### config.mk
export PLATFORM = sky130hd
export DESIGN_NAME = ux607_tcm_init_mstr_flat
export DESIGN_NICKNAME = d
export VERILOG_FILES = /design/src/rtl/ux607_tcm_init_pkg.sv /design/src/rtl/ux607_tcm_init_if.sv /design/src/rtl/ux607_tcm_init_outs_cnt.sv /design/src/rtl/ux607_tcm_init_mstr.sv /design/src/flat_wrapper.sv
export SDC_FILE = /design/constraint.sdc
export NUM_CORES = 1
export LEC_CHECK = 0
export BUFFER_PORTS_ARGS = -buffer_cell sky130_fd_sc_hd__buf_2
export CORE_UTILIZATION = 52
export CTS_CLUSTER_DIAMETER = 120
export DETAILED_ROUTE_END_ITERATION = 10
export PLACE_DENSITY = 0.86
export SETUP_SLACK_MARGIN = 0.02
export SYNTH_ARGS = -nofsm -noshare
export SYNTH_HDL_FRONTEND = slang
export SYNTH_HIERARCHICAL = 1
export SYNTH_SLANG_ARGS = --single-unit
### constraint.sdc
create_clock -name clk -period 4.39 [get_ports clk]
set_clock_uncertainty 0.2 [all_clocks]
set_input_delay 0.878 -clock clk [delete_from_list [all_inputs] [get_ports clk]]
set_output_delay 0.878 -clock clk [all_outputs]
set_load 0.02 [all_outputs]
### src/rtl/ux607_tcm_init_pkg.sv
// Shared definitions for the TCM init/scrub initiator: FSM encoding, usr tag bit, size-code helper.
package ux607_tcm_init_pkg;

    typedef enum logic [2:0] {
        ST_IDLE  = 3'd0,
        ST_WR    = 3'd1,
        ST_RD    = 3'd2,
        ST_DRAIN = 3'd3,
        ST_DONE  = 3'd4
    } state_t;

    localparam int USR_RD = 0;

    // Maps a data width to the uop size code log2(DW/8).
    function automatic logic [1:0] size_code(input int dw);
        logic [1:0] code;
        code = 2'd0;
        for (int i = 0; i < 4; i++) begin
            if ((1 << i) == (dw / 8)) code = 2'(i);
        end
        return code;
    endfunction

endpackage

### src/rtl/ux607_tcm_init_if.sv
// uop cmd/rsp bus between the init initiator (master) and the SRAM controller (slave).
// A cmd transfers on a cycle where cmd_valid & cmd_ready are both high; once cmd_valid rises, it and all
// cmd payload stay stable until that transfer. Responses transfer whenever rsp_valid & rsp_ready.
interface ux607_tcm_init_if #(
    parameter int DW    = 64,
    parameter int MW    = 8,
    parameter int AW    = 32,
    parameter int USR_W = 3
);
    logic             uop_cmd_valid;
    logic             uop_cmd_ready;
    logic             uop_cmd_read;
    logic [AW-1:0]    uop_cmd_addr;
    logic [DW-1:0]    uop_cmd_wdata;
    logic [MW-1:0]    uop_cmd_wmask;
    logic [1:0]       uop_cmd_size;
    logic [USR_W-1:0] uop_cmd_usr;
    logic             uop_rsp_valid;
    logic             uop_rsp_ready;
    logic             uop_rsp_err;
    logic [DW-1:0]    uop_rsp_rdata;
    logic [USR_W-1:0] uop_rsp_usr;

    modport master (
        output uop_cmd_valid, uop_cmd_read, uop_cmd_addr, uop_cmd_wdata,
        output uop_cmd_wmask, uop_cmd_size, uop_cmd_usr, uop_rsp_ready,
        input  uop_cmd_ready, uop_rsp_valid, uop_rsp_err, uop_rsp_rdata, uop_rsp_usr
    );

    modport slave (
        input  uop_cmd_valid, uop_cmd_read, uop_cmd_addr, uop_cmd_wdata,
        input  uop_cmd_wmask, uop_cmd_size, uop_cmd_usr, uop_rsp_ready,
        output uop_cmd_ready, uop_rsp_valid, uop_rsp_err, uop_rsp_rdata, uop_rsp_usr
    );
endinterface

### src/rtl/ux607_tcm_init_outs_cnt.sv
// Outstanding-command counter: +1 per cmd handshake, -1 per response, with full and underflow flags.
module ux607_tcm_init_outs_cnt #(
    parameter int OUTS = 2,
    parameter int OW   = 2
) (
    input  logic          clk,
    input  logic          rst_n,
    input  logic          inc,
    input  logic          dec,
    output logic [OW-1:0] cnt,
    output logic          full,
    output logic          underflow
);

    logic [OW-1:0] cnt_q, cnt_d;

    always_comb begin
        cnt_d     = cnt_q;
        underflow = dec && (cnt_q == '0);
        full      = (cnt_q >= OW'(OUTS));
        case ({inc, dec})
            2'b10:   cnt_d = cnt_q + OW'(1);
            2'b01:   if (cnt_q != '0) cnt_d = cnt_q - OW'(1);
            // A stray response at zero is dropped, so only the new command counts.
            2'b11:   if (cnt_q == '0) cnt_d = OW'(1);
            default: cnt_d = cnt_q;
        endcase
    end

    always_ff @(posedge clk or negedge rst_n) begin
        if (!rst_n) cnt_q <= '0;
        else        cnt_q <= cnt_d;
    end

    assign cnt = cnt_q;

endmodule

### src/rtl/ux607_tcm_init_mstr.sv
// TCM zero-init / scrub initiator: streams full-mask pattern writes over a word range, then drains.
// Optional read-back verify pass is enabled by defining UX607_TCM_INIT_VERIFY_EN.
module ux607_tcm_init_mstr
    import ux607_tcm_init_pkg::*;
#(
    parameter int DW    = 64,
    parameter int MW    = 8,
    parameter int AW    = 32,
    parameter int CNT_W = 16,
    parameter int USR_W = 3,
    parameter int OUTS  = 2
) (
    input  logic             clk,
    input  logic             rst_n,
    input  logic             start,
    input  logic [AW-1:0]    cfg_base,
    input  logic [CNT_W-1:0] cfg_cnt,
    input  logic [DW-1:0]    cfg_pattern,
    output logic             busy,
    output logic             done,
    output logic             err,
`ifdef UX607_TCM_INIT_VERIFY_EN
    output logic [CNT_W-1:0] mism_cnt,
`endif
    output state_t           dbg_state,
    ux607_tcm_init_if.master uop
);

    localparam int BSH = $clog2(DW / 8);

    state_t           state_q, state_d;
    logic [AW-1:0]    base_q, base_d;
    logic [CNT_W-1:0] cnt_q, cnt_d;
    logic [DW-1:0]    pattern_q, pattern_d;
    logic [CNT_W-1:0] index_q, index_d;
    logic             err_q, err_d;
`ifdef UX607_TCM_INIT_VERIFY_EN
    logic [CNT_W-1:0] mism_q, mism_d;
`endif

    logic [1:0]       outs_cnt;
    logic             outs_full, outs_unf;
    logic             cmd_valid, cmd_read, cmd_hs, rsp_bad;
    logic [USR_W-1:0] cmd_usr;
    logic             unused_sink;

    ux607_tcm_init_outs_cnt #(.OUTS(OUTS), .OW(2)) u_outs (
        .clk       (clk),
        .rst_n     (rst_n),
        .inc       (cmd_hs),
        .dec       (uop.uop_rsp_valid),
        .cnt       (outs_cnt),
        .full      (outs_full),
        .underflow (outs_unf)
    );

    assign cmd_hs = cmd_valid & uop.uop_cmd_ready;

    always_comb begin
        state_d   = state_q;
        base_d    = base_q;
        cnt_d     = cnt_q;
        pattern_d = pattern_q;
        index_d   = index_q;
        err_d     = err_q;
        cmd_read  = (state_q == ST_RD);
        // Valid depends only on registered state, so it cannot drop while waiting for ready.
        cmd_valid = ((state_q == ST_WR) || cmd_read) && (index_q < cnt_q) && !outs_full;
        cmd_usr   = '0;
        cmd_usr[USR_RD] = cmd_read;
        rsp_bad   = uop.uop_rsp_valid && (uop.uop_rsp_err || outs_unf);
`ifdef UX607_TCM_INIT_VERIFY_EN
        mism_d    = mism_q;
        if (uop.uop_rsp_valid && uop.uop_rsp_usr[USR_RD] && (uop.uop_rsp_rdata != pattern_q)) begin
            rsp_bad = 1'b1;
            if (mism_q != '1) mism_d = mism_q + CNT_W'(1);
        end
`endif
        if (rsp_bad) err_d = 1'b1;
        if (cmd_hs) index_d = index_q + CNT_W'(1);

        case (state_q)
            ST_IDLE: begin
                if (start) begin
                    base_d    = {cfg_base[AW-1:BSH], {BSH{1'b0}}};
                    cnt_d     = cfg_cnt;
                    pattern_d = cfg_pattern;
                    index_d   = '0;
                    err_d     = 1'b0;
`ifdef UX607_TCM_INIT_VERIFY_EN
                    mism_d    = '0;
`endif
                    state_d   = (cfg_cnt == '0) ? ST_DRAIN : ST_WR;
                end
            end
            ST_WR: begin
                if (index_q == cnt_q) begin
`ifdef UX607_TCM_INIT_VERIFY_EN
                    state_d = ST_RD;
                    index_d = '0;
`else
                    state_d = ST_DRAIN;
`endif
                end
            end
`ifdef UX607_TCM_INIT_VERIFY_EN
            ST_RD: begin
                if (index_q == cnt_q) state_d = ST_DRAIN;
            end
`endif
            ST_DRAIN: begin
                if (outs_cnt == '0) state_d = ST_DONE;
            end
            ST_DONE: state_d = ST_IDLE;
            default: state_d = ST_IDLE;
        endcase
    end

    always_ff @(posedge clk or negedge rst_n) begin
        if (!rst_n) begin
            state_q   <= ST_IDLE;
            base_q    <= '0;
            cnt_q     <= '0;
            pattern_q <= '0;
            index_q   <= '0;
            err_q     <= 1'b0;
`ifdef UX607_TCM_INIT_VERIFY_EN
            mism_q    <= '0;
`endif
        end else begin
            state_q   <= state_d;
            base_q    <= base_d;
            cnt_q     <= cnt_d;
            pattern_q <= pattern_d;
            index_q   <= index_d;
            err_q     <= err_d;
`ifdef UX607_TCM_INIT_VERIFY_EN
            mism_q    <= mism_d;
`endif
        end
    end

    assign busy      = (state_q == ST_WR) || (state_q == ST_RD) || (state_q == ST_DRAIN);
    assign done      = (state_q == ST_DONE);
    assign err       = err_q;
    assign dbg_state = state_q;
`ifdef UX607_TCM_INIT_VERIFY_EN
    assign mism_cnt  = mism_q;
`endif

    assign uop.uop_cmd_valid = cmd_valid;
    assign uop.uop_cmd_read  = cmd_read;
    assign uop.uop_cmd_addr  = base_q + (AW'(index_q) << BSH);
    assign uop.uop_cmd_wdata = pattern_q;
    assign uop.uop_cmd_wmask = cmd_read ? {MW{1'b0}} : {MW{1'b1}};
    assign uop.uop_cmd_size  = size_code(DW);
    assign uop.uop_cmd_usr   = cmd_usr;
    assign uop.uop_rsp_ready = 1'b1;

    // Payload bits the engine deliberately ignores (aligned base, usr echo, write-pass rdata).
    assign unused_sink = ^{cfg_base[BSH-1:0], uop.uop_rsp_usr, uop.uop_rsp_rdata};

endmodule

### src/flat_wrapper.sv
// flat-port wrapper written by rule: the top's interface ports become plain ports
module ux607_tcm_init_mstr_flat import ux607_tcm_init_pkg::*;
#(
    parameter int DW    = 64,
    parameter int MW    = 8,
    parameter int AW    = 32,
    parameter int CNT_W = 16,
    parameter int USR_W = 3,
    parameter int OUTS  = 2
)
  (clk, rst_n, start, cfg_base, cfg_cnt, cfg_pattern, busy, done, err, dbg_state, uop_uop_cmd_valid, uop_uop_cmd_read, uop_uop_cmd_addr, uop_uop_cmd_wdata, uop_uop_cmd_wmask, uop_uop_cmd_size, uop_uop_cmd_usr, uop_uop_rsp_ready, uop_uop_cmd_ready, uop_uop_rsp_valid, uop_uop_rsp_err, uop_uop_rsp_rdata, uop_uop_rsp_usr);
  ux607_tcm_init_if #(.DW(DW), .MW(MW), .AW(AW), .USR_W(USR_W)) uop_i ();
  input  logic clk;
  input  logic rst_n;
  input  logic start;
  input  logic [AW-1:0] cfg_base;
  input  logic [CNT_W-1:0] cfg_cnt;
  input  logic [DW-1:0] cfg_pattern;
  output logic busy;
  output logic done;
  output logic err;
  output state_t dbg_state;
  output wire logic [$bits(uop_i.uop_cmd_valid)-1:0] uop_uop_cmd_valid;
  output wire logic [$bits(uop_i.uop_cmd_read)-1:0] uop_uop_cmd_read;
  output wire logic [$bits(uop_i.uop_cmd_addr)-1:0] uop_uop_cmd_addr;
  output wire logic [$bits(uop_i.uop_cmd_wdata)-1:0] uop_uop_cmd_wdata;
  output wire logic [$bits(uop_i.uop_cmd_wmask)-1:0] uop_uop_cmd_wmask;
  output wire logic [$bits(uop_i.uop_cmd_size)-1:0] uop_uop_cmd_size;
  output wire logic [$bits(uop_i.uop_cmd_usr)-1:0] uop_uop_cmd_usr;
  output wire logic [$bits(uop_i.uop_rsp_ready)-1:0] uop_uop_rsp_ready;
  input wire logic [$bits(uop_i.uop_cmd_ready)-1:0] uop_uop_cmd_ready;
  input wire logic [$bits(uop_i.uop_rsp_valid)-1:0] uop_uop_rsp_valid;
  input wire logic [$bits(uop_i.uop_rsp_err)-1:0] uop_uop_rsp_err;
  input wire logic [$bits(uop_i.uop_rsp_rdata)-1:0] uop_uop_rsp_rdata;
  input wire logic [$bits(uop_i.uop_rsp_usr)-1:0] uop_uop_rsp_usr;
  assign uop_uop_cmd_valid = uop_i.uop_cmd_valid;
  assign uop_uop_cmd_read = uop_i.uop_cmd_read;
  assign uop_uop_cmd_addr = uop_i.uop_cmd_addr;
  assign uop_uop_cmd_wdata = uop_i.uop_cmd_wdata;
  assign uop_uop_cmd_wmask = uop_i.uop_cmd_wmask;
  assign uop_uop_cmd_size = uop_i.uop_cmd_size;
  assign uop_uop_cmd_usr = uop_i.uop_cmd_usr;
  assign uop_uop_rsp_ready = uop_i.uop_rsp_ready;
  assign uop_i.uop_cmd_ready = uop_uop_cmd_ready;
  assign uop_i.uop_rsp_valid = uop_uop_rsp_valid;
  assign uop_i.uop_rsp_err = uop_uop_rsp_err;
  assign uop_i.uop_rsp_rdata = uop_uop_rsp_rdata;
  assign uop_i.uop_rsp_usr = uop_uop_rsp_usr;
  ux607_tcm_init_mstr #(.DW(DW), .MW(MW), .AW(AW), .CNT_W(CNT_W), .USR_W(USR_W), .OUTS(OUTS)) u_core (.clk(clk), .rst_n(rst_n), .start(start), .cfg_base(cfg_base), .cfg_cnt(cfg_cnt), .cfg_pattern(cfg_pattern), .busy(busy), .done(done), .err(err), .dbg_state(dbg_state), .uop(uop_i));
endmodule
==> impl_metrics.yaml <==
worst_setup_path:
  endpoint_kind: "output port"
  path_max_fanout: 7
  crit_arrival_ps: 3040
  cp.required_ps: 3310
  criticalPathCategory: "flip-flop to output port"
  startpoint_type: "flip-flop"
final_layout:
  fin_area_mm2: 0.008638
  area_delta_synth_final_pct: 26.31
  final_common_cell: "nand2_1"
  final_cell_mix: "nand2_1, buf_2, dfrtp_1, o21ai_0, a21oi_1"
  drive_above_1_share_pct: 27.18
  final_nets: 1225
  fill_cells: 1062
power:
  p_clk_share_pct: 41.3
  ir_drop_uv: 307.9
  seq_power_share_pct: 38.6
  power_frac_comb_pct: 20.2
  intPower_uw: 2548
  sw_frac_of_total_pct: 29.66
  p_sw_uw: 1074
  total_leakage_power_uw: 0.004771
  p_per_area_mw_per_mm2: 419.3
clocking:
  cts_tree: "built"
  clkTransAtPathRegs_ps: 60
  clock-root-buffer: "clkbuf_16"
  cts_buffers: 17
  cts_setup_buffers: 0
  clk_latency_ps: 410
  cts.sinks: 131
  htree_levels: 4
  cts.path.max_buffers: 2
drt:
  ant_nets: 0
  routed_wl_um: 17280
  routedWlPerCell_um: 14.48
  remaining_drc_errors: 0
  routed_via_density: 5.176
  drtIter0Drc: 398
  drt-pass1-iter-count: 7
  num_vias: 6175
floorplanning:
  design.core.area_mm2: 0.01272
  die_w_um: 116.7
  num_rows: 41
  die_h_um: 116.7
  pin_count: 303
  start_util_pct: 53.76
  dieArea_mm2: 0.01361
sta:
  fmax_mhz: 243.0
  setup_viol: 0
  hold_violations: 0
  fin_crit_ps: 4115
  tns_ps: 0
  worst_slew_pin_slew_ps: 814.3
  max_slew_margin_pct: 45.21
  slew_viol_final: 0
  grt_setup_unrepaired: "no"
  fin_crit_sh_pct: 93.74
grt:
  grt.overflow.total: 0
  antenna_found_initial: 3
  grt_pass1_wl_um: 27700
  grt_max_degree: 142
  grt_pass1_vias: 6046
  grt_util_all_layers_pct: 26.65
synthesis:
  synth.yosys.warnings: 6
  ys.flop_type: "dfrtp_1"
  synth_seq_cells: 131
  seq_area_frac_synth_pct: 47.93
  syn-mean-instance-area_um2: 8.517
  netlist_area_mm2: 0.006839
  ys_types: 61
  synth_edf_count: 0
  ys_async_sr_fraction_pct: 100.0
  syn_inst: 803
worst_hold_path:
  min-delay-path-class: "flip-flop to flip-flop"
place:
  place.gp.congestion: 0.8164
  placement.io_buffers: 224
  postPlaceCellArea_mm2: 0.007998
  hpwlAfterDp_um: 12250
flow_run:
  cap_violations: 0
status:
  status: "completed"
==> power by group through the flow <==
stage	Clock, uW	Combinational, uW	Sequential (uW)
after floorplan	0	448	1420
after global placement	0	705	1410
after detailed placement	0	728	1410
after CTS	1510	736	1390
after global routing	1570	811	1410
final	1500	731	1400
==> final timing paths <==
kind	end	slack (ps)	cells past startpoint	from
worst min register to register	u_core/uop.uop_cmd_wdata[13]	260	2	u_core/uop.uop_cmd_wdata[13]
worst min-delay path	u_core/uop.uop_cmd_wdata[13]	260	2	u_core/uop.uop_cmd_wdata[13]
worst max register to register	u_core/index_q[13]	1680	6	u_core/index_q[13]
max in group asynchronous	u_core/uop.uop_cmd_wdata[28]	2830	2	rst_n
worst max-delay path	uop_uop_cmd_addr[31]	280	10	u_core/index_q[0]
min in group asynchronous	u_core/dbg_state[0]	300	1	rst_n
==> repair_timing <==
action / 4_1_cts / 5_1_grt
gates resized for setup: 0 / 2
setup endpoints to repair: 0 / 11
hold buffers: 0 / 0
==> cell families after synthesis <==
group / after synthesis / synth area share (%)
AOI/OAI and AO/OA: 101 / 8.891
xor gates and xnor gates: 32 / 4.208
adders and majority gates: 34 / 6.330
buffers and inverters: 76 / 5.470
DFF: 131 / 47.93
muxes: 4 / 0.5855
other: 2 / 0.1098
and+or+nand+nor: 423 / 26.47
==> registers in the layout (all words and copies together) (netlist names) <==
name,cells
u_core/index_q,16
u_core/base_q,29
u_core/dbg_state,3
u_core/err,1
u_core/uop.uop_cmd_wdata,64
u_core/u_outs/cnt,2
u_core/cnt_q,16
==> per-stage QoR <==
step           util [%]  hold slack [ps]  cells  power (uW)  worst slack (ps)
2_1_floorplan         -            252.3    809        1873             959.7
3_3_place_gp      62.86            252.6   1159        2113             618.6
3_5_place_dp      62.86            257.0   1159        2142             528.4
4_1_cts           67.78            271.5   1191        3642             76.05
5_1_grt           67.88            290.6   1192        3786             119.0
6_report          67.90            265.0   1193        3622             275.0
==> area by class of cell <==
class	count	area, um^2	share of cell area [%]
Sequential cell	131	3278	37.95
Multi-Input combinational cell	602	3226	37.34
Timing Repair Buffer	228	1191	13.79
Clock buffer	19	442.9	5.127
Tap cell	172	215.2	2.491
Clock inverter	13	182.7	2.115
Inverter	26	97.59	1.130
Antenna cell	2	5.005	0.05794
==> Yosys cell counts (all sizes together) (2+ instances only) <==
master | number | area, um^2
nand2 | 327 | 1227
dfrtp | 131 | 3278
a21oi | 36 | 183.9
o21ai | 36 | 180.2
ha | 33 | 412.9
buf | 31 | 205.2
inv | 26 | 97.59
xnor2 | 24 | 210.2
nor2 | 20 | 75.07
clkbuf | 19 | 71.32
nand3 | 16 | 80.08
nor4 | 10 | 62.56
xor2 | 8 | 77.58
and3 | 7 | 43.79
nand4 | 6 | 37.54
and2 | 5 | 31.28
nor2b | 5 | 33.78
o211ai | 5 | 37.54
mux2i | 4 | 40.04
nand2b | 4 | 25.02
nor3 | 4 | 31.28
a21boi | 3 | 26.27
a21o | 3 | 22.52
nand4b | 3 | 26.28
o2111ai | 3 | 32.53
o31ai | 3 | 22.52
or4b | 3 | 30.03
a211oi | 2 | 20.02
conb | 2 | 7.510
nand3b | 2 | 15.01
o21bai | 2 | 15.01
or2 | 2 | 12.51
or4 | 2 | 15.01
==> worst max-delay path, stage by stage, from the launching register on <==
cell      delay, ps
dfrtp_1         440
ha_1            200
inv_1            50
fa_1            380
nand2b_1        180
a21oi_1         180
o21ai_0         230
a21oi_2         380
nand4_1         190
xnor2_1         200
buf_2           190
==> per-layer routing <==
layer / part of all wire (%) / up-vias / GRT usage (%)
li1: - / 3014 / -
met1: 42 / 2880 / 31.65
met2: 49 / 233 / 44.85
met3: 5.9 / 46 / 6.850
met4: 3.4 / 2 / 13.59
met5: 0.046 / - / 0
(Power assumes the default switching activity.)
